===== config.mk =====
export PLATFORM = sky130hd
export DESIGN_NAME = fft_spi_packetizer
export DESIGN_NICKNAME = d
export VERILOG_FILES = /design/src/rtl/fft_spi_packetizer.sv
export SDC_FILE = /design/constraint.sdc
export NUM_CORES = 1
export LEC_CHECK = 0
export CAP_MARGIN = 30
export CORE_MARGIN = 2
export CORE_UTILIZATION = 55
export CTS_BUF_LIST = sky130_fd_sc_hd__clkbuf_8 sky130_fd_sc_hd__clkbuf_16
export CTS_CLUSTER_DIAMETER = 120
export CTS_CLUSTER_SIZE = 14
export DETAILED_ROUTE_END_ITERATION = 6
export PLACE_DENSITY_LB_ADDON = 0.3
export SYNTH_ARGS = -nofsm -noshare
export SYNTH_HDL_FRONTEND = slang
export SYNTH_SLANG_ARGS = --single-unit

===== constraint.sdc =====
create_clock -name MAX10_CLK1_50 -period 3.1 [get_ports MAX10_CLK1_50]
set_input_delay 0.31 -clock MAX10_CLK1_50 [delete_from_list [all_inputs] [get_ports MAX10_CLK1_50]]
set_output_delay 0.31 -clock MAX10_CLK1_50 [all_outputs]
set_load 0.01 [all_outputs]

===== src/rtl/fft_spi_packetizer.sv =====
// Streams one finished FFT frame as bytes: 0xA5 header, BFP exponent, one saturated
// |re|+|im| magnitude byte per bin for the lower half spectrum, then an XOR checksum.
module fft_spi_packetizer #(
    parameter int FFT_LENGTH = 1024,
    parameter int FFT_DW     = 16,
    parameter int FFT_N      = $clog2(FFT_LENGTH),
    parameter int DMA_LAT    = 2,
    parameter int MAG_SHIFT  = 8
) (
    input  logic                     MAX10_CLK1_50,
    input  logic                     rst,
    input  logic                     fft_done_i,
    input  logic signed [7:0]        bfpexp_i,
    output logic                     dmaact_o,
    output logic [FFT_N-1:0]         dmaa_o,
    input  logic signed [FFT_DW-1:0] dmadr_real_i,
    input  logic signed [FFT_DW-1:0] dmadr_imag_i,
    output logic [7:0]               tx_data_o,
    output logic                     tx_valid_o,
    input  logic                     tx_ready_i,
    output logic                     busy_o,
    output logic                     overrun_o,
    output logic [7:0]               frame_cnt_o
);
    localparam logic [FFT_N-1:0] LAST_BIN = FFT_N'(FFT_LENGTH / 2 - 1);
    localparam int WW = (DMA_LAT > 1) ? $clog2(DMA_LAT) : 1;

    typedef enum logic [2:0] {IDLE, HDR, EXP, RDREQ, RDWAIT, SEND, CSUM} state_t;

    state_t          state;
    logic [7:0]      exp_q;
    logic [7:0]      csum;
    logic [WW-1:0]   wcnt;
    logic [FFT_DW-1:0] abs_re, abs_im;
    logic [FFT_DW:0]   mag, mag_sh;
    logic [7:0]        mag_byte;
    logic              accept;

    // One extra bit keeps |-2^(DW-1)| exact and the sum from wrapping.
    always_comb begin
        abs_re   = dmadr_real_i[FFT_DW-1] ? (~$unsigned(dmadr_real_i) + FFT_DW'(1)) : $unsigned(dmadr_real_i);
        abs_im   = dmadr_imag_i[FFT_DW-1] ? (~$unsigned(dmadr_imag_i) + FFT_DW'(1)) : $unsigned(dmadr_imag_i);
        mag      = {1'b0, abs_re} + {1'b0, abs_im};
        mag_sh   = mag >> MAG_SHIFT;
        mag_byte = (|mag_sh[FFT_DW:8]) ? 8'hFF : mag_sh[7:0];
    end

    assign accept = tx_valid_o && tx_ready_i;

    always_ff @(posedge MAX10_CLK1_50 or negedge rst) begin
        if (!rst) begin
            state       <= IDLE;
            exp_q       <= 8'h00;
            csum        <= 8'h00;
            wcnt        <= '0;
            dmaact_o    <= 1'b0;
            dmaa_o      <= '0;
            tx_data_o   <= 8'h00;
            tx_valid_o  <= 1'b0;
            busy_o      <= 1'b0;
            overrun_o   <= 1'b0;
            frame_cnt_o <= 8'h00;
        end else begin
            if (fft_done_i && state != IDLE)
                overrun_o <= 1'b1;
            unique case (state)
                IDLE: if (fft_done_i) begin
                    exp_q      <= bfpexp_i;
                    csum       <= 8'h00;
                    tx_data_o  <= 8'hA5;
                    tx_valid_o <= 1'b1;
                    busy_o     <= 1'b1;
                    state      <= HDR;
                end
                // Exponent is already known, so it follows the header back-to-back.
                HDR: if (accept) begin
                    csum      <= csum ^ tx_data_o;
                    tx_data_o <= exp_q;
                    state     <= EXP;
                end
                EXP: if (accept) begin
                    csum       <= csum ^ tx_data_o;
                    tx_valid_o <= 1'b0;
                    dmaact_o   <= 1'b1;
                    dmaa_o     <= '0;
                    state      <= RDREQ;
                end
                RDREQ: begin
                    dmaact_o <= 1'b0;
                    wcnt     <= WW'(DMA_LAT - 1);
                    state    <= RDWAIT;
                end
                RDWAIT: begin
                    if (wcnt == '0) begin
                        tx_data_o  <= mag_byte;
                        tx_valid_o <= 1'b1;
                        state      <= SEND;
                    end else begin
                        wcnt <= wcnt - WW'(1);
                    end
                end
                SEND: if (accept) begin
                    csum       <= csum ^ tx_data_o;
                    tx_valid_o <= 1'b0;
                    if (dmaa_o == LAST_BIN) begin
                        state <= CSUM;
                    end else begin
                        dmaa_o   <= dmaa_o + FFT_N'(1);
                        dmaact_o <= 1'b1;
                        state    <= RDREQ;
                    end
                end
                CSUM: begin
                    if (!tx_valid_o) begin
                        tx_data_o  <= csum;
                        tx_valid_o <= 1'b1;
                    end else if (tx_ready_i) begin
                        tx_valid_o  <= 1'b0;
                        busy_o      <= 1'b0;
                        frame_cnt_o <= frame_cnt_o + 8'd1;
                        state       <= IDLE;
                    end
                end
                default: state <= IDLE;
            endcase
        end
    end
endmodule

# == Word-level counts from Yosys, hierarchy flattened ==
# Cells that the tools add are included.
# totals
output_inout_bits,30
register_bits,50
elab_cells,99
# op_classes
reduce_logical,22
eq_ne,18
add_sub_neg,6
n_mux,39
bitwise,3
# ops
cell,n
$mux W8,7
$add A16 B1 Y16 const B,2
$mux W16,2
$not A16 Y16,2
$pmux W8 S4,1
$mux W10,3
$mux W3,8
$pmux W3 S7,1
$pmux W10 S2,1
$ne A2 B2 Y1 const B,9
$add A16 B16 Y17,1
$pmux W8 S2,1
$reduce_and A4 Y1,4
$mux W1,11
$add A10 B1 Y10 const B,1
$eq A10 B9 Y1 const B,1
$eq A3 B3 Y1 const B,3
$add A8 B1 Y8 const B,1
$reduce_bool A2 Y1,4
$reduce_bool A4 Y1,2
$xor A8 B8 Y8,1
$reduce_and A7 Y1,1
$eq A3 B2 Y1 const B,2
$reduce_and A3 Y1,2
other kinds (13),17

# == Logic depth before layout (Yosys ltp) ==
# Gate-level depths: netlist of run 1.
# depth
depth_word,7
depth_mapped,14
ltp_nobuf,14

# == Worst setup path before layout of run 1 ==
# OpenSTA, ideal clock, no wires.
# synth_path
kind,input to register
startpoint,input dmadr_imag_i[1]
endpoint,register tx_data_o[6]
path_slack_ns,0.068
arrival_ns,2.938
setup_time_ns,0.094
n_path_buf,0
path_stages,14
cell_sequence,inv_1 -> ha_1 -> nand2_1 -> or4_1 -> nand2b_1 -> o41ai_1 -> xnor2_1 -> ha_1 -> nand2_1 -> o21ai_0 -> nor2_1 -> a21oi_1 -> nor3_1 -> a211oi_1
# synth_between
elab_chain_cells,7
# synth_rtl
item,line_no,source
start: declaration,17,"input logic signed [FFT_DW-1:0] dmadr_imag_i,"
$not A16 Y16,42,abs_im = dmadr_imag_i[FFT_DW-1] ? (~$unsigned(dmadr_imag_i) + FFT_DW'(1)) : $unsigned(dmadr_imag_i);
$add A16 B1 Y16,42,
$mux W16 *,42,
$add A16 B16 Y17 *,43,"mag = {1'b0, abs_re} + {1'b0, abs_im};"
$mux W8 *,45,mag_byte = (|mag_sh[FFT_DW:8]) ? 8'hFF : mag_sh[7:0];
$mux W8 *,94,if (wcnt == '0) begin
$pmux W8 S4 *,66,unique case (state)
end signal: assignment,78,tx_data_o <= exp_q;
end signal: assignment,95,tx_data_o <= mag_byte;
end signal: assignment,115,tx_data_o <= csum;
end: declaration,18,"output logic [7:0] tx_data_o,"
# Every way passes the cells marked *; elsewhere a longest branch is shown, timed or not. The select of a mux whose other input is x is not followed.
# A chain may end at the register's enable or synchronous reset.

# == Worst setup path after layout of run 1 ==
# layout_path
startpoint,input dmadr_imag_i[0]
endpoint,register tx_data_o[3]
# Same word-level chain as after synthesis.

==> results of run 1 <==
-- cell usage after synthesis, types with 4 or more instances --
library cell and instances:
a31oi_1 6, o31ai_1 11, buf_2 4, o21ai_1 12, a21o_1 4, nor2b_1 4
a21oi_1 33, o21ai_0 23, o22ai_1 7, and3_1 7, mux2_1 8, dfrtp_1 50
o41ai_1 4, a311oi_1 4, nand2_1 51, ha_1 19, or3_1 8, xnor2_1 36
nor3_1 10, inv_1 6, a211oi_1 9, nand4_1 6, clkbuf_1 12, xor2_1 12
nor2_1 49, nand3_1 10, nand2b_1 13
-- power groups by stage --
stage               logic, mW  clock network [mW]  registers, mW
floorplan                1.07                   0           1.02
global placement         1.53                   0           1.08
detailed placement       1.59                   0           1.10
CTS                      1.66               0.474           1.09
global route             1.89               0.503           1.13
finish                   1.74               0.472           1.10
-- worst register-to-register path: stages, from the launching register on --
cell and delay, ns:
dfrtp_1 0.80, nor2b_1 0.32, a31oi_4 0.17, or3_1 0.52
or3_1 0.34, a21oi_1 0.17
-- layer usage --
metal,vias to the layer above,global-route usage,wire length (µm)
met3,34,0.03318,472
li1,1902,-,-
met1,1937,0.3465,4492
met2,156,0.5073,5895
met5,-,0,0
met4,0,0.08811,303
-- final cells by class --
class | instances | area (µm²) | share of cell area
clock buffer | 5 | 68.82 | 0.01284
clock inverter | 3 | 43.79 | 0.008174
inverter | 7 | 26.28 | 0.004904
multi-input combinational | 380 | 2710 | 0.5058
sequential | 50 | 1251 | 0.2335
tap | 80 | 100.1 | 0.01868
timing repair buffer | 128 | 1157 | 0.2160
-- path summary, 6_finish.rpt --
check,startpoint,endpoint,cells after the start
worst max-delay path,dmadr_imag_i[0],tx_data_o[3]$_DFFE_PN0P_,16
worst min-delay path,rst,tx_valid_o$_DFFE_PN0P_,1
worst max register to register,state[0]$_DFFE_PN0P_,dmaa_o[5]$_DFFE_PN0P_,5
worst min register to register,frame_cnt_o[7]$_DFFE_PN0P_,frame_cnt_o[7]$_DFFE_PN0P_,1
max in group asynchronous,rst,csum[1]$_DFFE_PN0P_,2
min in group MAX10_CLK1_50,frame_cnt_o[7]$_DFFE_PN0P_,frame_cnt_o[7]$_DFFE_PN0P_,1
-- cell families (layout without fill, tap and decap cells) --
family	Yosys count	after routing	synth area share
AND/OR/NAND/NOR	175	175	0.2320
AO/OA/AOI/OAI	128	128	0.2126
flip-flops	50	50	0.3291
XOR/XNOR	48	48	0.1106
buffers and inverters	23	143	0.02402
adder cells (fa/ha/maj)	19	19	0.06252
multiplexers	10	10	0.02929
-- timing repair --
item,CTS,global route
endpoints found under the setup margin,8,8
gates resized for setup,31,32
pin swaps,17,26
setup buffers,1,2
-- state kept, by name, summed over array words and instances, names as in the netlist --
name and count:
dmaa_o 10, csum 8, exp_q 8, frame_cnt_o 8, tx_data_o 8, state 3
busy_o 1, dmaact_o 1, overrun_o 1, tx_valid_o 1, wcnt 1
==> parameters.txt, run 1 <==
Parameter                              Value

Setup path
  Endpoint class of the critical path ... flop
  Kind of critical path ... in2reg
  Max Fanout on Critical Path ... 7
  Crit-path cells ... dlygate4sd2_1 -> inv_1 -> ha_2 -> nand2_2 -> or4_4 -> nand2b_4 -> o41ai_4 -> xnor2_1 -> ha_1 -> nand2_1 -> o21ai_2 -> nor2_1 -> a21oi_1 -> buf_4 -> a211oi_2 -> o31ai_1
  Slowest cell on crit path ... or4_4
  Critical path required time ... 3.31 ns
  Worst reg2reg setup slack ... 0.71 ns
  Endpoint arrival time on the critical path ... 3.26 ns
  Count of buffering cells on the critical path with inverters included ... 3
  Critical path's top delay family ... compound AO/OA/AOI/OAI gates
  Sort of element at the start of the critical path ... primary input
  Delay contributed by the slowest stage of the critical path ... 0.46 ns

Route
  Drc violations ... 0
  Overall routed net length ... 11.16 mm
  First-pass iteration count of the detailed router ... 5
  Avg WL per Cell ... 17.10 µm
  Violation count after the first detailed-route iteration ... 222
  Vias after detailed routing ... 4029
  Final antenna-violating net count ... 0
  Vias per inst ... 6.170

Power
  Power density cells ... 617.8 nW/µm²
  Clock network fraction of total power ... 0.143
  Leakage power of the design ... 2.282 nW
  Combinational power share ... 0.524
  Sequential cell fraction of total power ... 0.333
  Sw Ratio ... 0.4293
  Internal ... 1.889 mW
  Worst IR drop on VDD ... 252.7 µV
  Total Power Consumption ... 3.310 mW
  Switching power ... 1.421 mW

Place
  Placed cell area ... 4954 µm²
  Final RePlAce weighted congestion ... 0.8827
  PortBufs ... 73
  Dpl cells ... 642
  Worst slack at placement ... -0.5792 ns
  Post-detailed-placement half-perimeter wirelength ... 7.659 mm

Die
  Horiz. Die Dim ... 87.15 µm
  Core Footprint ... 6756 µm²
  Effective utilization at floorplan ... 0.5628
  Row Count ... 30
  Die height ... 87.15 µm
  Full die area ... 7594 µm²
  Count of pins on the block boundary ... 74

Clock tree
  Clk Tree Root Cell ... clkbuf_8
  Later-pin clock latency in the skew report ... 0.30 ns
  Clock slew seen by the registers of the worst setup and hold paths ... 0.10 ns
  Number of buffers created by CTS ... 5
  TritonCTS sink count ... 50
  Depth of the CTS H-tree ... 2
  TritonCTS clock tree ... yes
  Max clock buf depth ... 2
  Total of hold buffers inserted after clock tree synthesis ... 0

STA
  Worst clock skew ... 0.004339 ns
  Final hold vios ... 0
  Worst hold margin ... 0.03071 ns
  Fmax ... 327.0 MHz
  Max-slew violations ... 0
  Final setup slack of the worst path ... 0.04235 ns
  Transition at the pin with the smallest max-transition slack ... 0.7902 ns
  Max_slew headroom ... 0.4710
  Tmin final ... 3.058 ns
  Aggregate negative setup slack ... 0 ns
  Number of setup violations in the final report ... 0
  Ratio of final minimum period to clock period ... 0.9863

Synth
  Syn Std Cell Area ... 3802 µm²
  Syn Nets ... 516
  Post-synth EDFFs ... 0
  Synth async-reset ratio ... 1.000
  Post-synthesis cell type with the largest combined area ... dfrtp_1
  Post-synth cell types ... 53
  Number of instances in the synthesized netlist ... 453
  Share of Yosys cell area claimed by the top area cell type ... 0.3291
  Top cells by area in the synthesized netlist ... dfrtp_1, xnor2_1, ha_1
  Ys Warns ... 0
  Synthesized area divided by synthesized cell count ... 8.394 µm²
  Sequential fraction of the synthesis area ... 0.3291
  Top FF cell, synth ... dfrtp_1
  Count of state elements after synthesis ... 50

Finish
  Antenna Cells ... 0
  Highest-count cells in the layout ignoring fill and taps ... clkdlybuf4s50_1, buf_4, dfrtp_1
  Fillers ... 462
  Share of final-layout standard cells stronger than drive strength 1 ... 0.1972
  Core occupancy in the finished layout ... 0.7930
  Most common library cell in the layout ignoring fill and taps ... clkdlybuf4s50_1
  Layout overhead on the synthesized area ... 40.90%
  Count of nets after finishing ... 635
  Post-Layout Inst Area ... 5358 µm²
  Final std cells w/o fill ... 653

Status
  Result of the run ... finished, final reports clean

GRT
  Number of antenna violations at the first check in global routing ... 0
  Wire length of the first global-routing pass ... 17.24 mm
  Via count of the first global-routing pass ... 3779
  GRT overflow ... 0
  GRT Resource Usage Total ... 0.2802
  Maximum number of pins on one net before global-route repair ... 31

Worst hold path
  Hold Path Class ... in2async

Flow run
  Total of max-cap violations ... 0
Power figures use the tool's default switching activity.
==> inputs of run 2 (changes only) <==
Settings changed: CTS_BUF_LIST sky130_fd_sc_hd__clkbuf_8 sky130_fd_sc_hd__clkbuf_16 to sky130_fd_sc_hd__clkbuf_16, PLACE_DENSITY set to 0.87, PLACE_DENSITY_LB_ADDON 0.3 to not set.
==> run 2 against run 1 <==
Effect of this change: sequential power hardly changed; clock power is 46% higher; largest cell class unchanged; via count is 4.4% higher; count of clock-buffer cells in the layout stayed put; highest routed layer unchanged; global-route usage is 0.78 points higher; worst setup slack worse by 0.016 ns; hold slack better by 0.44 ns; register-to-register slack better by 0.05 ns; utilization is 2.9 points higher; sequential share of layout area is 0.84 points lower.
==> parameters.txt, run 2 (synthesis gave the netlist of run 1 again) <==
Parameter                              Value

Worst hold path
  Hold Path Class ... reg2reg
  Startpoint of the worst hold path ... overrun_o$_DFFE_PN0P_
  Worst hold path stage count ... 1

Setup path
  Register-to-Register Path Depth ... 7
  Start point of the critical path ... dmadr_real_i[2]
  Top cell by count, worst path ... buf_6
  Count of buffering cells on the critical path with inverters included ... 3
  Slowest cell on crit path ... or3_4
  Kind of critical path ... in2reg
  Endpoint arrival time on the critical path ... 3.23 ns
  Max Fanout on Critical Path ... 7
  Path length in cells of the critical path ... 15
  Delay contributed by the slowest stage of the critical path ... 0.38 ns
  Sort of element at the start of the critical path ... primary input
  Critical path's top delay family ... simple AND/OR/NAND/NOR gates
  Reg-to-reg critical path startpoint ... dmaa_o[0]$_DFFE_PN0P_
  Endpoint class of the critical path ... flop
  Critical path required time ... 3.25 ns
  Crit-path cells ... dlygate4sd2_1 -> or3_4 -> nor3_4 -> buf_6 -> nand2_2 -> o31ai_2 -> xnor2_1 -> ha_1 -> and4_1 -> and3_4 -> a22oi_2 -> a21oi_2 -> buf_6 -> a211oi_2 -> o31ai_1

STA
  Ratio of final minimum period to clock period ... 0.9916
  Max_slew headroom ... 0.4728
  Worst clock skew ... 0.004246 ns
  Number of setup violations in the final report ... 0
  Final hold vios ... 0
  Aggregate negative setup slack ... 0 ns
  Transition at the pin with the smallest max-transition slack ... 0.7908 ns
  Max-slew violations ... 0
  Final setup slack of the worst path ... 0.02593 ns
  Fmax ... 325.3 MHz
  Tmin final ... 3.074 ns

Clock tree
  TritonCTS sink count ... 50
  Max clock buf depth ... 2
  Number of buffers created by CTS ... 5
  TritonCTS clock tree ... yes
  Later-pin clock latency in the skew report ... 0.28 ns
  Clock slew seen by the registers of the worst setup and hold paths ... 0.06 ns
  Clk Tree Root Cell ... clkbuf_16
  Depth of the CTS H-tree ... 2

Finish
  Register with the highest flop count ... dmaa_o
  Flip-flop count of the largest register after layout ... 10
  Highest-count cells in the layout ignoring fill and taps ... clkdlybuf4s50_1, buf_4, dfrtp_1
  Antenna Cells ... 0
  Layout overhead on the synthesized area ... 46.13%
  Share of final-layout standard cells stronger than drive strength 1 ... 0.2222
  Count of nets after finishing ... 647
  Most common library cell in the layout ignoring fill and taps ... clkdlybuf4s50_1
  Core occupancy in the finished layout ... 0.8224

Flow run
  Total of max-cap violations ... 0

Power
  Worst IR drop on VDD ... 346.7 µV
  Sequential cell fraction of total power ... 0.301
  Leakage power of the design ... 2.354 nW
  Combinational power share ... 0.507
  Power density cells ... 644.1 nW/µm²
  Sw Ratio ... 0.4045
  Clock network fraction of total power ... 0.192
  Internal ... 2.131 mW
  Switching power ... 1.448 mW

GRT
  GRT Resource Usage Total ... 0.2881
  Number of antenna violations at the first check in global routing ... 0
  Maximum number of pins on one net before global-route repair ... 32
  Via count of the first global-routing pass ... 3921
  GRT overflow ... 0
  Wire length of the first global-routing pass ... 17.66 mm

Route
  Final antenna-violating net count ... 0
  Drc violations ... 0
  Avg WL per Cell ... 17.92 µm
  Overall routed net length ... 11.92 mm
  Violation count after the first detailed-route iteration ... 290
  First-pass iteration count of the detailed router ... 6
  Vias after detailed routing ... 4205
  Vias per inst ... 6.323

Die
  Horiz. Die Dim ... 87.15 µm
  Core Footprint ... 6756 µm²
  Row Count ... 30
  Full die area ... 7594 µm²
  Effective utilization at floorplan ... 0.5628
  Die height ... 87.15 µm
  Count of pins on the block boundary ... 74

Status
  Result of the run ... finished, final reports clean

Place
  Post-detailed-placement half-perimeter wirelength ... 8.049 mm
  Final RePlAce weighted congestion ... 0.9061
  PortBufs ... 73
  Worst slack at placement ... -0.6358 ns
## run 2: cell count changes in the layout (fill, tap and decap cells not counted), sizes merged
| cell | change |
|---|---|
| dlymetal6s2s | -2 |
| bufinv | +1 |
| clkbuf | +1 |
| clkdlybuf4s15 | +3 |
| buf | +11 |
| dlygate4sd3 | +1 |
| dlygate4sd2 | -1 |
| clkdlybuf4s50 | -1 |
| inv | -1 |
## run 2: layout make-up
class,instances,area [µm²]
Clock inverter,3,63.81
Clock buffer,5,125.1
Timing Repair Buffer,140,1257
Multi-Input combinational cell,380,2733
Tap cell,80,100.1
Fill cell,425,1200
Inverter,7,26.28
Sequential cell,50,1251
## run 2: path summary, 6_finish.rpt
path | to | slack [ns]
worst max-delay path | tx_data_o[3]$_DFFE_PN0P_ | 0.03
worst min-delay path | overrun_o$_DFFE_PN0P_ | 0.47
worst max register to register | dmaa_o[9]$_DFFE_PN0P_ | 0.76
worst min register to register | overrun_o$_DFFE_PN0P_ | 0.47
max in group asynchronous | csum[0]$_DFFE_PN0P_ | 2.06
min in group asynchronous | dmaa_o[5]$_DFFE_PN0P_ | 0.51
## run 2: power by group through the flow
stage	clock (mW)	sequential (mW)	combinational, mW
after global routing	0.721	1.10	1.99
after floorplan	0	1.02	1.07
after CTS	0.694	1.07	1.71
after detailed placement	0	1.08	1.64
final	0.688	1.08	1.81
after global placement	0	1.05	1.58
## run 2: what timing repair did
| item | 4_1_cts | 5_1_grt |
|---|---|---|
| buffers inserted | 3 | 6 |
| setup endpoints to repair | 8 | 8 |
| hold buffers | 1 | 0 |
| hold endpoints to repair | 19 | 0 |
| resized for setup | 41 | 39 |
| pin swaps | 26 | 32 |
## run 2: routing by layer
| metal | up-vias | global-route usage | wire length, µm |
|---|---|---|---|
| li1 | 1909 | - | - |
| met1 | 2014 | 0.3365 | 4499 |
| met2 | 226 | 0.5413 | 6208 |
| met3 | 56 | 0.02559 | 705 |
| met4 | 0 | 0.1091 | 503 |
| met5 | - | 0 | 0 |
## run 2: metrics by stage
stage / std cells / cell area [µm²] / total power [mW] / hold WS [ns]
after floorplan: 453 / 3802 / 2.090 / 0.01441
after global placement: 646 / 4984 / 2.630 / 0.4480
after detailed placement: 647 / 5004 / 2.716 / 0.2891
after CTS: 659 / 5354 / 3.472 / 0.4748
after global routing: 665 / 5557 / 3.804 / 0.4823
final: 665 / 5557 / 3.579 / 0.4708
==> inputs of run 3 (changes only) <==
Settings changed: CORE_UTILIZATION 55 to 57, GPL_TIMING_DRIVEN set to 0, PLACE_DENSITY 0.87 to 0.9.
==> run 3 against run 2 <==
Effect of this change: power is 3.9% lower; clock power is 18% lower; via count is 2.0% lower; die area is 3.3% lower; clock skew hardly changed; utilization is 0.32 points higher; flip-flop and latch count stayed put; largest cell class unchanged.
==> parameters.txt, run 3 (synthesis gave the netlist of run 1 again) <==
Parameter                              Value

Finish
  Layout overhead on the synthesized area ... 38.66%
  Highest-count cells in the layout ignoring fill and taps ... clkdlybuf4s50_1, dfrtp_1, nand2_1, nor2_1, xnor2_1
  Flip-flop count of the largest register after layout ... 10
  Antenna Cells ... 0
  Post-Layout Inst Area ... 5273 µm²
  Share of final-layout standard cells stronger than drive strength 1 ... 0.1800
  Count of nets after finishing ... 612
  Most common library cell in the layout ignoring fill and taps ... clkdlybuf4s50_1
  Register with the highest flop count ... dmaa_o

STA
  Tmin final ... 3.073 ns
  Final hold vios ... 0
  Transition at the pin with the smallest max-transition slack ... 0.7019 ns
  Max-slew violations ... 0
  Number of setup violations in the final report ... 0
  Worst hold margin ... 0.4874 ns
  Max_slew headroom ... 0.5285
  Fmax ... 325.5 MHz
  Ratio of final minimum period to clock period ... 0.9912
  Worst clock skew ... 0.004430 ns

Die
  Full die area ... 7340 µm²
  Horiz. Die Dim ... 85.68 µm
  Die height ... 85.68 µm
  Row Count ... 29
  Count of pins on the block boundary ... 74
  Effective utilization at floorplan ... 0.5954
  Core Footprint ... 6386 µm²

GRT
  GRT Resource Usage Total ... 0.2914
  Global-route met1 utilization ... 0.3288
  GR Util met3 ... 0.02887
  Wire length of the first global-routing pass ... 17.41 mm
  GRT overflow ... 0
  Number of antenna violations at the first check in global routing ... 0
  Met2 usage ... 0.5511
  Maximum number of pins on one net before global-route repair ... 31
  Via count of the first global-routing pass ... 3866
  GRT Max-Usage Layer ... met2

Setup path
  Top cell by count, worst path ... buf_4
  Slowest cell on crit path ... or3_4
  Critical path required time ... 3.28 ns
  Endpoint arrival time on the critical path ... 3.25 ns
  Reg-to-reg critical path startpoint ... dmaa_o[0]$_DFFE_PN0P_
  Crit-path cells ... clkdlybuf4s15_2 -> inv_2 -> buf_4 -> buf_4 -> nand4b_1 -> or3_4 -> nand2b_4 -> o31ai_4 -> xnor2_1 -> ha_1 -> buf_4 -> a21oi_4 -> o21ai_4 -> nor2_1 -> a21oi_2 -> buf_6 -> buf_4 -> a211oi_2 -> nor2_1
  Endpoint class of the critical path ... flop
  Delay contributed by the slowest stage of the critical path ... 0.38 ns
  Worst reg2reg setup slack ... 0.76 ns
  Sort of element at the start of the critical path ... primary input
  Endpoint of the most critical register-to-register path ... dmaa_o[9]$_DFFE_PN0P_
  Kind of critical path ... in2reg
  Max Fanout on Critical Path ... 10
  Register-to-Register Path Depth ... 8

Route
  Vias per inst ... 6.574
  Overall routed net length ... 11.75 mm
  Final antenna-violating net count ... 0
  Vias after detailed routing ... 4122
  Violation count after the first detailed-route iteration ... 314
  Avg WL per Cell ... 18.74 µm
  Drc violations ... 0
  First-pass iteration count of the detailed router ... 6

Clock tree
  Clk Tree Root Cell ... clkbuf_16
  Max clock buf depth ... 2
  TritonCTS sink count ... 50
  Depth of the CTS H-tree ... 2
  TritonCTS clock tree ... yes
  Number of buffers created by CTS ... 5
  Later-pin clock latency in the skew report ... 0.29 ns
  Clock slew seen by the registers of the worst setup and hold paths ... 0.07 ns

Place
  Final RePlAce weighted congestion ... 0.9493
  PortBufs ... 73
  Placed cell area ... 4644 µm²
  Post-detailed-placement half-perimeter wirelength ... 7.757 mm

Power
  Worst IR drop on VDD ... 538.2 µV
  Power density cells ... 652.5 nW/µm²
  Leakage power of the design ... 2.131 nW

Status
  Result of the run ... finished, final reports clean

Worst hold path
  Endpoint, Worst Hold ... overrun_o$_DFFE_PN0P_
  Startpoint of the worst hold path ... overrun_o$_DFFE_PN0P_
  Hold Path Class ... reg2reg
  Worst hold path stage count ... 1

Flow run
  Total of max-cap violations ... 0
[run 3: power by group]
part           switching [mW]  total (mW)  internal [mW]
sequential              0.187        1.04          0.853
clock                   0.257       0.561          0.304
combinational            1.07        1.84          0.772
total                    1.51        3.44           1.93
[run 3: timing repair]
action / in CTS / in global routing
pin swaps: 23 / 27
hold endpoints to repair: 20 / 0
buffers inserted: 15 / 1
resized for setup: 51 / 48
hold buffers: 1 / 0
setup endpoints to repair: 8 / 8
[run 3: layout make-up]
class,instances,area [µm²]
Fill cell,364,1114
Clock inverter,3,25.02
Timing Repair Buffer,91,879.6
Tap cell,77,96.34
Buffer,14,65.06
Clock buffer,5,125.1
Inverter,7,26.28
Multi-Input combinational cell,380,2804
Sequential cell,50,1251
[run 3: metal layers]
layer	wire [µm]	share of wire	vias to the layer above
met5	0	0	-
met1	4317	0.37	1963
met2	6125	0.52	251
li1	-	-	1851
met3	758	0.065	57
met4	546	0.046	0
[run 3: per-stage QoR]
stage	setup slack, ns	utilization	setup TNS, ns	power [mW]	std cells
after floorplan	0.06812	-	0	2.090	453
after global placement	-0.9058	0.7249	-6.485	2.561	603
after detailed placement	-1.038	0.7273	-7.547	2.639	604
after CTS	0.003903	0.7972	0	3.284	626
after global routing	-0.07287	0.8256	-0.3101	3.605	627
final	0.02741	0.8256	0	3.440	627
[run 3: how the worst max path moves through the flow]
stage | from | to | slack, ns | cells after the start
finish | dmadr_imag_i[0] | tx_data_o[7]$_DFFE_PN0P_ | 0.03 | 19
global route | dmadr_imag_i[15] | tx_data_o[3]$_DFFE_PN0P_ | -0.07 | 11
CTS | dmadr_imag_i[1] | tx_data_o[7]$_DFFE_PN0P_ | 0.004 | 17
detailed placement | dmadr_imag_i[0] | tx_data_o[5]$_DFFE_PN0P_ | -1.04 | 15
global placement | dmadr_imag_i[0] | tx_data_o[5]$_DFFE_PN0P_ | -0.91 | 15
floorplan | dmadr_imag_i[1] | tx_data_o[6]$_DFFE_PN0P_ | 0.07 | 14
[run 3: critical path: cells and delay by family]
kind | cells | cell delay (ns)
xor gates and xnor gates | 1 | 0.15
adders and majority gates | 1 | 0.25
and+or+nand+nor | 5 | 0.91
buffers and inverters | 7 | 0.95
AOI/OAI and AO/OA | 5 | 0.70
